File: src/rtl/eq_cmp_pkg.sv
`default_nettype none
// ============================================================================
// Module      : eq_cmp_pkg
// Description : Shared definitions for the equality-comparator scheduler.
//               Provides the response-FSM state encoding and a clog2 helper
//               that never returns less than 1. The helper sizes ID fields
//               so they stay valid when there is only a single requester.
// Ports       : (package, no ports)
// Revision    : 1.0 - initial release
// ============================================================================
package eq_cmp_pkg;

  // Response-register occupancy: IDLE = empty, FULL = holding a result.
  typedef enum logic [0:0] {
    ST_IDLE = 1'b0,
    ST_FULL = 1'b1
  } state_e;

  // Smallest r >= 1 with 2**r >= n.
  function automatic int clog2_min1(input int n);
    int r;
    r = 0;
    for (int i = 0; i < 31; i++) begin
      if ((1 << i) < n) r = i + 1;
    end
    return (r < 1) ? 1 : r;
  endfunction

endpackage : eq_cmp_pkg
`default_nettype wire

File: src/rtl/eq_cmp_scheduler_rr_arbiter.sv
`default_nettype none
// ============================================================================
// Module      : rr_arbiter
// Description : Combinational round-robin arbiter. Searches the request
//               vector starting at ptr and wrapping modulo NREQ. The first
//               set bit found is the winner. The grant is one-hot and is
//               forced to zero when en is low or when no request is set.
//               grant_id always reports the winning index, so the caller
//               can use it as a mux select even while the grant is gated
//               off.
// Ports       : req      [NREQ-1:0] in  request vector
//               ptr      [IDW-1:0]  in  highest-priority index this cycle
//               en       1          in  grant enable
//               grant    [NREQ-1:0] out one-hot grant, or zero
//               grant_id [IDW-1:0]  out index of the winning request
// Revision    : 1.0 - initial release
// ============================================================================
module rr_arbiter
  import eq_cmp_pkg::*;
#(
  parameter  int NREQ = 4,
  localparam int IDW  = clog2_min1(NREQ)
) (
  input  logic [NREQ-1:0] req,
  input  logic [IDW-1:0]  ptr,
  input  logic            en,
  output logic [NREQ-1:0] grant,
  output logic [IDW-1:0]  grant_id
);

  logic any_req;

  // Walk the offsets from farthest to nearest. The last hit is then the
  // closest request at or after ptr, which is the round-robin winner.
  always_comb begin
    int idx;
    idx      = 0;
    any_req  = 1'b0;
    grant_id = '0;
    grant    = '0;
    for (int k = NREQ - 1; k >= 0; k--) begin
      idx = int'(ptr) + k;
      if (idx >= NREQ) idx = idx - NREQ;
      if (req[idx]) begin
        any_req  = 1'b1;
        grant_id = IDW'(idx);
      end
    end
    if (en && any_req) grant[grant_id] = 1'b1;
  end

endmodule : rr_arbiter
`default_nettype wire

File: src/rtl/eq_cmp_scheduler.sv
`default_nettype none
// ============================================================================
// Module      : eq_cmp_scheduler
// Description : Shares one equality comparator among NREQ requesters.
//               A round-robin arbiter picks one requester per cycle and
//               muxes its operand pair into the comparator. The result
//               and the requester ID are registered into a one-deep
//               response slot. Free-running counters track accepted
//               comparisons and matches for debug.
// Ports       : clk          in  rising-edge clock
//               reset_n      in  asynchronous active-low reset
//               req_val      in  [NREQ]   per-requester valid
//               req_rdy      out [NREQ]   per-requester grant (one-hot/zero)
//               req_in0      in  [NREQ*W] operand A, requester i at [i*W +: W]
//               req_in1      in  [NREQ*W] operand B, same packing
//               resp_val     out response valid
//               resp_rdy     in  response consumer ready
//               resp_id      out [IDW]    requester that produced the response
//               resp_eq      out 1 when the operands were equal
//               cmp_count    out [CW]     accepted comparisons (wrapping)
//               match_count  out [CW]     accepted equal comparisons (wrapping)
// Revision    : 1.0 - initial release
// ============================================================================
module eq_cmp_scheduler
  import eq_cmp_pkg::*;
#(
  parameter  int NREQ = 4,
  parameter  int W    = 32,
  parameter  int CW   = 16,
  localparam int IDW  = clog2_min1(NREQ)
) (
  input  logic              clk,
  input  logic              reset_n,
  input  logic [NREQ-1:0]   req_val,
  output logic [NREQ-1:0]   req_rdy,
  input  logic [NREQ*W-1:0] req_in0,
  input  logic [NREQ*W-1:0] req_in1,
  output logic              resp_val,
  input  logic              resp_rdy,
  output logic [IDW-1:0]    resp_id,
  output logic              resp_eq,
  output logic [CW-1:0]     cmp_count,
  output logic [CW-1:0]     match_count
);

  state_e          state_q,       state_d;
  logic [IDW-1:0]  ptr_q,         ptr_d;
  logic [IDW-1:0]  resp_id_q,     resp_id_d;
  logic            resp_eq_q,     resp_eq_d;
  logic [CW-1:0]   cmp_count_q,   cmp_count_d;
  logic [CW-1:0]   match_count_q, match_count_d;

  logic            can_acc;
  logic            fire;
  logic [NREQ-1:0] grant;
  logic [IDW-1:0]  grant_id;
  logic [W-1:0]    op_a;
  logic [W-1:0]    op_b;
  logic            is_eq;

  // A new result can be taken when the slot is empty, or when the held
  // result leaves this same cycle.
  assign can_acc = (state_q == ST_IDLE) || resp_rdy;

  rr_arbiter #(
    .NREQ     (NREQ)
  ) u_arb (
    .req      (req_val),
    .ptr      (ptr_q),
    .en       (can_acc),
    .grant    (grant),
    .grant_id (grant_id)
  );

  assign req_rdy = grant;
  assign fire    = |grant;

  // Single shared comparator on the winner's operands.
  assign op_a  = req_in0[int'(grant_id)*W +: W];
  assign op_b  = req_in1[int'(grant_id)*W +: W];
  assign is_eq = (op_a == op_b);

  always_comb begin
    state_d       = state_q;
    ptr_d         = ptr_q;
    resp_id_d     = resp_id_q;
    resp_eq_d     = resp_eq_q;
    cmp_count_d   = cmp_count_q;
    match_count_d = match_count_q;

    unique case (state_q)
      ST_IDLE: begin
        if (fire) state_d = ST_FULL;
      end
      ST_FULL: begin
        // A consume without a replacement empties the slot. A consume with
        // a fire stays FULL, and the new result overwrites the old one.
        if (resp_rdy && !fire) state_d = ST_IDLE;
      end
      default: state_d = ST_IDLE;
    endcase

    if (fire) begin
      resp_id_d   = grant_id;
      resp_eq_d   = is_eq;
      // The winner becomes lowest priority next cycle.
      ptr_d       = (grant_id == IDW'(NREQ - 1)) ? '0 : grant_id + IDW'(1);
      cmp_count_d = cmp_count_q + CW'(1);
      if (is_eq) match_count_d = match_count_q + CW'(1);
    end
  end

  always_ff @(posedge clk or negedge reset_n) begin
    if (!reset_n) begin
      state_q       <= ST_IDLE;
      ptr_q         <= '0;
      resp_id_q     <= '0;
      resp_eq_q     <= 1'b0;
      cmp_count_q   <= '0;
      match_count_q <= '0;
    end else begin
      state_q       <= state_d;
      ptr_q         <= ptr_d;
      resp_id_q     <= resp_id_d;
      resp_eq_q     <= resp_eq_d;
      cmp_count_q   <= cmp_count_d;
      match_count_q <= match_count_d;
    end
  end

  assign resp_val    = (state_q == ST_FULL);
  assign resp_id     = resp_id_q;
  assign resp_eq     = resp_eq_q;
  assign cmp_count   = cmp_count_q;
  assign match_count = match_count_q;

endmodule : eq_cmp_scheduler
`default_nettype wire
File: config.mk
export PLATFORM = sky130hd
export DESIGN_NAME = eq_cmp_scheduler
export DESIGN_NICKNAME = d
export VERILOG_FILES = /design/src/rtl/eq_cmp_pkg.sv /design/src/rtl/eq_cmp_scheduler_rr_arbiter.sv /design/src/rtl/eq_cmp_scheduler.sv
export SDC_FILE = /design/constraint.sdc
export NUM_CORES = 1
export LEC_CHECK = 0
export ABC_CLOCK_PERIOD_IN_PS = 3300
export CORE_AREA = 10 10 132 134
export DETAILED_ROUTE_END_ITERATION = 7
export DIE_AREA = 0 0 142 144
export DONT_BUFFER_PORTS = 1
export HOLD_SLACK_MARGIN = 0.06
export PLACE_DENSITY_LB_ADDON = 0.1
export REMOVE_ABC_BUFFERS = 1
export SLEW_MARGIN = 10
export SYNTH_ARGS = -nofsm -noshare
export SYNTH_HDL_FRONTEND = slang
export SYNTH_SLANG_ARGS = --single-unit
File: constraint.sdc
create_clock -name clk -period 3.3 [get_ports clk]
set_input_delay 0.66 -clock clk [delete_from_list [all_inputs] [get_ports clk]]
set_output_delay 0.66 -clock clk [all_outputs]
set_load 0.1 [all_outputs]
-- Yosys cells after proc, flatten, opt, wreduce, memory -nomap -nowiden
Cells that the tools add are included.
- input bits: 263
- logic and storage cells: 69
- flip-flop bits (word level): 38
- output and inout bits: 40
- muxes and demuxes: 31
- reductions and logical operators: 7
- add/sub/neg operators: 10
- shift-type cells: 2
- order comparisons: 10
- bitwise logic cells: 1
- eq/ne operators: 2
- operator list (kind ; number):
    indexed part select 128 x 8 -> 32 bit ; 2
    < comparator 32 x 4 -> 1 bit (second input constant) ; 4
    2-to-1 mux 32 bit ; 4
    >= comparator 32 x 4 -> 1 bit (second input constant) ; 3
    subtractor 32 x 4 -> 32 bit (second input constant) ; 3
    adder 16 x 1 -> 16 bit (second input constant) ; 2
    == test 32 bit ; 1
    2-to-1 mux 1 bit ; 15
    2-to-1 mux 2 bit ; 5
    binary-select mux 1 bit (select 2 bit) ; 4
    adder 2 x 2 -> 3 bit (second input constant) ; 2
    2-to-1 mux 4 bit ; 1
    OR reduction 4 bit ; 1
    subtractor 2 x 3 -> 4 bit (second input constant) ; 1
    adder 2 x 1 -> 3 bit (second input constant) ; 1
    >= comparator 2 x 3 -> 1 bit (second input constant) ; 1
    logical AND 1 bit ; 3
    < comparator 2 x 3 -> 1 bit (second input constant) ; 1
    adder 2 x 1 -> 2 bit (second input constant) ; 1
    demux 1 bit (select 2 bit) ; 1
    == test 2 bit (second input constant) ; 1
    >= comparator 2 x 1 -> 1 bit (second input constant) ; 1
    one-hot mux 1 bit (2 select lines) ; 1
    AND reduction 2 bit ; 1
    3 further kinds ; 3

-- Longest topological paths before layout
- depth after elaboration: 20
- mapped depth: 16

-- Cells and area by module
From an unflattened synthesis, not the netlist that was laid out.
- cell total of the unflattened synthesis: 354
- area total of the unflattened synthesis: 3334.4 um2
- modules (own cells, without submodules) (module ; area each (um2) ; cells each ; sequential area each (um2) ; instances):
    eq_cmp_scheduler ; 3183.1 ; 337 ; 950.9 ; 1
    rr_arbiter ; 151.4 ; 17 ; 0.0 ; 1

-- Worst setup path before layout
No wires, ideal clock.
- path type: input port to flip-flop
- start point: input port req_val[0]
- end point: register match_count_q[1] (netlist: match_count[1])
- slack: -0.571 ns
- path buffers: 4
- required time: 3.171 ns
- setup time: 0.129 ns
- cell stages on the path: 15
- data arrival time: 3.742 ns
- cells stage by stage: and2_4 o221ai_4 and2_1 buf_6 inv_4 buf_6 buf_2 ha_1 o41ai_1 a211oi_1 o21ai_0 nor4_2 nand4_2 buf_6 mux2_1
- word-level cells in the longest chain between the ends: 14
- elaborated cells on any way between the ends: 32
- those cells by class: order compare: 2; eq/ne: 1; shift: 2; mux: 23; reduce/logical: 4
- ends and longest elaborated chain (item ; RTL line ; text):
    from (decl) ; eq_cmp_scheduler.sv:34 ; input logic [NREQ-1:0] req_val,
    binary-select mux 1 bit (select 2 bit) ; eq_cmp_scheduler_rr_arbiter.sv:44 ; if (req[idx]) begin
    2-to-1 mux 1 bit (implied by the code) (2 in a row) ; eq_cmp_scheduler_rr_arbiter.sv:44 ;
    2-to-1 mux 2 bit (3 in a row) ; eq_cmp_scheduler_rr_arbiter.sv:44 ;
    2-to-1 mux 2 bit * ; eq_cmp_scheduler_rr_arbiter.sv:44 ;
    net grant_id[1] ; eq_cmp_scheduler.sv:56 ; logic [IDW-1:0] grant_id;
    branches (longest 6 deep; another with indexed part select 128 x 8 -> 32 bit) ; -- ;
    AND reduction 2 bit (no line) * ; -- ;
    to (signal assigned) ; eq_cmp_scheduler.sv:127 ; match_count_q <= match_count_d;
    to (decl) ; eq_cmp_scheduler.sv:51 ; logic [CW-1:0] match_count_q, match_count_d;
Mark *: on every way through the listed nets, which the timed path passes. The select of a mux whose other input is x is not followed.
A chain may end at the register's enable or synchronous reset.

-- Worst setup path after layout
- start point: register ptr_q[1]
- end point: register match_count_q[14] (netlist: match_count[14])
- word-level cells in the longest chain between the ends: 17
- elaborated cells on any way between the ends: 47
- those cells by class: add/sub: 7; order compare: 6; eq/ne: 1; shift: 2; mux: 27; reduce/logical: 4
- ends and longest elaborated chain (item ; RTL line ; text):
    from (decl) ; eq_cmp_scheduler.sv:47 ; logic [IDW-1:0] ptr_q, ptr_d;
    from (signal assigned) ; eq_cmp_scheduler.sv:123 ; ptr_q <= ptr_d;
    branches (longest 16 deep; another with subtractor 32 x 4 -> 32 bit) ; -- ;
    AND reduction 2 bit (no line) * ; -- ;
Every way passes the cells marked *. The select of a mux whose other input is x is not followed.

==> metrics.cfg <==
[cells_and_area]
drive_above_1_share = 0.252
diodes = 0
fill_cells = 1565
area_growth_pct = 28.3
final_util = 0.375
final_nets = 852

[cts]
clk_pin_slew_ns = 0.05
clock_tree.buffer_depth = 2
cts_buffers = 5
cts_tree = yes
clock_latency_ns = 0.29
clockRootBuffer = clkbuf_16
clock-sinks = 38
htreeDepth = 2

[floorplan]
start_util = 0.292
io_pins = 303
fp.dieH_microns = 144
rows = 45
die_w_microns = 142
core-area_sq_um = 14900
die_area_sq_um = 20400

[pwr]
p_int_mw = 2.16
ir_worst_vdd_v = 0.000456
p_leak_nw = 2.53
power_density_nw_per_um2 = 793
seqPwrFrac = 0.152
power.switching_mw = 2.26
p_clk_frac = 0.109
pwr-share-comb = 0.739
p_sw_frac = 0.512

[place]
place_ws_ns = -0.368
place_congestion = 0.804
io_buffer_count = 0
dp_hpwl_microns = 15500

[global_routing]
grt_max_degree = 60
antenna_found_initial = 0
first_global_vias = 4906
grt_pass1_wl_microns = 27900
grt_util_all_layers = 0.170
overflow = 0

[hold_path]
hold_depth = 2
min_to = resp_val
hp-start = resp_val
hp-class = reg2reg

[setup_path]
start_kind = flop
worst_r2r_startpoint = ptr_q[1]
cp-end-kind = flop
reg2reg_to = match_count[14]
critPathRequiredTime_ns = 3.43
critical_path_class = reg2reg
worstPathArrival_ns = 3.38
reg2reg_slack_ns = 0.05
path_max_fanout = 12
reg2regPathDepth = 14

[routing]
drcViolationCount = 0
route.vias.total = 4635
ant_nets = 0
via_per_inst = 6.00
firstDrtPassIters = 4
first_iter_violations = 188
wirelength_microns = 19000
drt-wirelength-per-cell_microns = 24.6

[job]
drv_cap = 0

[sta]
whs_ns = 0.519
fin_crit_ns = 3.25
rsz0062_at_grt = true
setup-violations-final = 0
period_share = 0.985
max_freq_ghz = 0.308
final_max_slew_viol_count = 0
worst_slack_ns = 0.0501
tightest_slew_ns = 1.04
finalHoldViolCount = 0
clock_skew_ns = 0.00403
slew_headroom = 0.306

[synthesis]
synthDistinctLibCells = 42
synth-seq-cells = 38
synth_area_per_cell_sq_um = 8.03
synthCells = 541
synth_warnings = 0
netlist_area_sq_um = 4350
ys_seq_area_frac = 0.219
synth_edf_count = 0
ys.flop_type = dfrtp_1
synth-async-reset-ratio = 1.00

[outcome]
status = finished, final reports clean

-- per-layer routing --
layer  part of all wire  track usage
met2               0.51        0.299
met1               0.38        0.190
met5                  0            0
met3               0.10       0.0705
met4              0.010       0.0301
-- layout by cell type, fill, tap and decap left out, types with 12 or more instances in the layout --
cell	instances
a211oi_1	74
a211oi_2	34
and3_1	108
buf_12	15
buf_4	57
dfrtp_1	38
nand2_1	37
nor4_1	27
o22a_1	25
o22ai_1	12
xnor2_1	16
xor2_1	33
-- power by group through the flow --
stage               logic [mW]  registers, mW  clock network, mW
finish                    3.27          0.672              0.483
global route              3.54          0.681              0.519
CTS                       3.16          0.674              0.494
detailed placement        3.03          0.680                  0
global placement          2.99          0.679                  0
floorplan                 1.67          0.987                  0
-- state kept, by name, indices dropped and copies added (netlist names) --
signal / cells
cmp_count: 16
resp_id: 2
ptr_q: 2
resp_val: 1
match_count: 16
resp_eq: 1
-- cell type report --
class | instances | area [sq um] | share of cell area
clock inverters | 1 | 5.00 | 0.000897
well taps | 188 | 235 | 0.0422
flip-flops and latches | 38 | 951 | 0.171
repair buffers | 83 | 861 | 0.154
inverters | 6 | 27.5 | 0.00494
multi-input cells | 449 | 3350 | 0.602
clock buffers | 7 | 143 | 0.0256
-- what timing repair did --
item                                   4_1_cts  5_1_grt
resized for setup                           27       29
endpoints found under the hold margin        0       21
hold buffers                                 0        2
setup endpoints to repair                    9       17
pin swaps                                    9       10
setup buffers                                2        2
gates cloned                                 0        1
-- how the worst max path moves through the flow --
stage | startpoint | end | slack (ns)
floorplan | req_val[0] | match_count[1] | -3.16
global placement | req_val[0] | match_count[13] | -0.32
detailed placement | req_val[0] | match_count[13] | -0.37
CTS | ptr_q[1] | match_count[9] | -0.04
global route | ptr_q[0] | match_count[11] | -0.16
finish | ptr_q[1] | match_count[14] | 0.05
-- synth_stat cells, types with 2 or more instances --
cell type | number | area [sq um]
nor3_1 | 3 | 15.0
and3_1 | 108 | 676
buf_2 | 11 | 55.1
o41a_1 | 2 | 22.5
clkbuf_1 | 28 | 105
buf_4 | 2 | 15.0
o22ai_1 | 12 | 75.1
nor4_1 | 34 | 213
nor2_1 | 11 | 41.3
and2_1 | 5 | 31.3
o21ai_0 | 3 | 15.0
inv_1 | 4 | 15.0
buf_6 | 6 | 67.6
nand2b_1 | 3 | 18.8
a21oi_1 | 2 | 10.0
dfrtp_1 | 38 | 951
o22a_1 | 25 | 219
nor4_2 | 3 | 37.5
nand2_1 | 37 | 139
xor2_1 | 33 | 289
a31oi_1 | 6 | 37.5
nand3_1 | 10 | 50.1
ha_1 | 6 | 75.1
xnor2_1 | 16 | 140
a211oi_2 | 2 | 25.0
nor3_2 | 3 | 30.0
nand4_1 | 8 | 50.1
a211oi_1 | 106 | 796
-- kinds of logic after synthesis --
kind of cell / Yosys count / share of synthesized area
multiplexers: 2 / 0.00489
AND/OR/NAND/NOR: 229 / 0.308
buffers and inverters: 54 / 0.0625
XOR/XNOR: 49 / 0.0987
AO/OA/AOI/OAI: 163 / 0.290
flip-flops: 38 / 0.219
adder cells (fa/ha/maj): 6 / 0.0173
-- worst max-delay path, stage by stage, from the launching register on --
cell,delay (ns)
dfrtp_1,0.39
and2_4,0.16
o221ai_4,0.22
and2_4,0.22
inv_6,0.06
buf_12,0.14
buf_6,0.13
a211oi_1,0.34
o22a_1,0.22
o22ai_1,0.07
nor4_2,0.34
nand4_2,0.17
buf_12,0.18
nor4_1,0.33
xor2_1,0.11
-- metrics by stage --
stage	power [mW]	cells	TNS, ns	instance area [sq um]
after global routing	4.75	772	-1.53	5580
after detailed placement	3.71	757	-4.47	5090
after floorplan	2.65	493	-107.61	4100
after CTS	4.33	767	-0.190	5380
final	4.42	772	0	5580
after global placement	3.67	757	-3.72	5090
No activity file was read; power rests on OpenSTA's default activity.
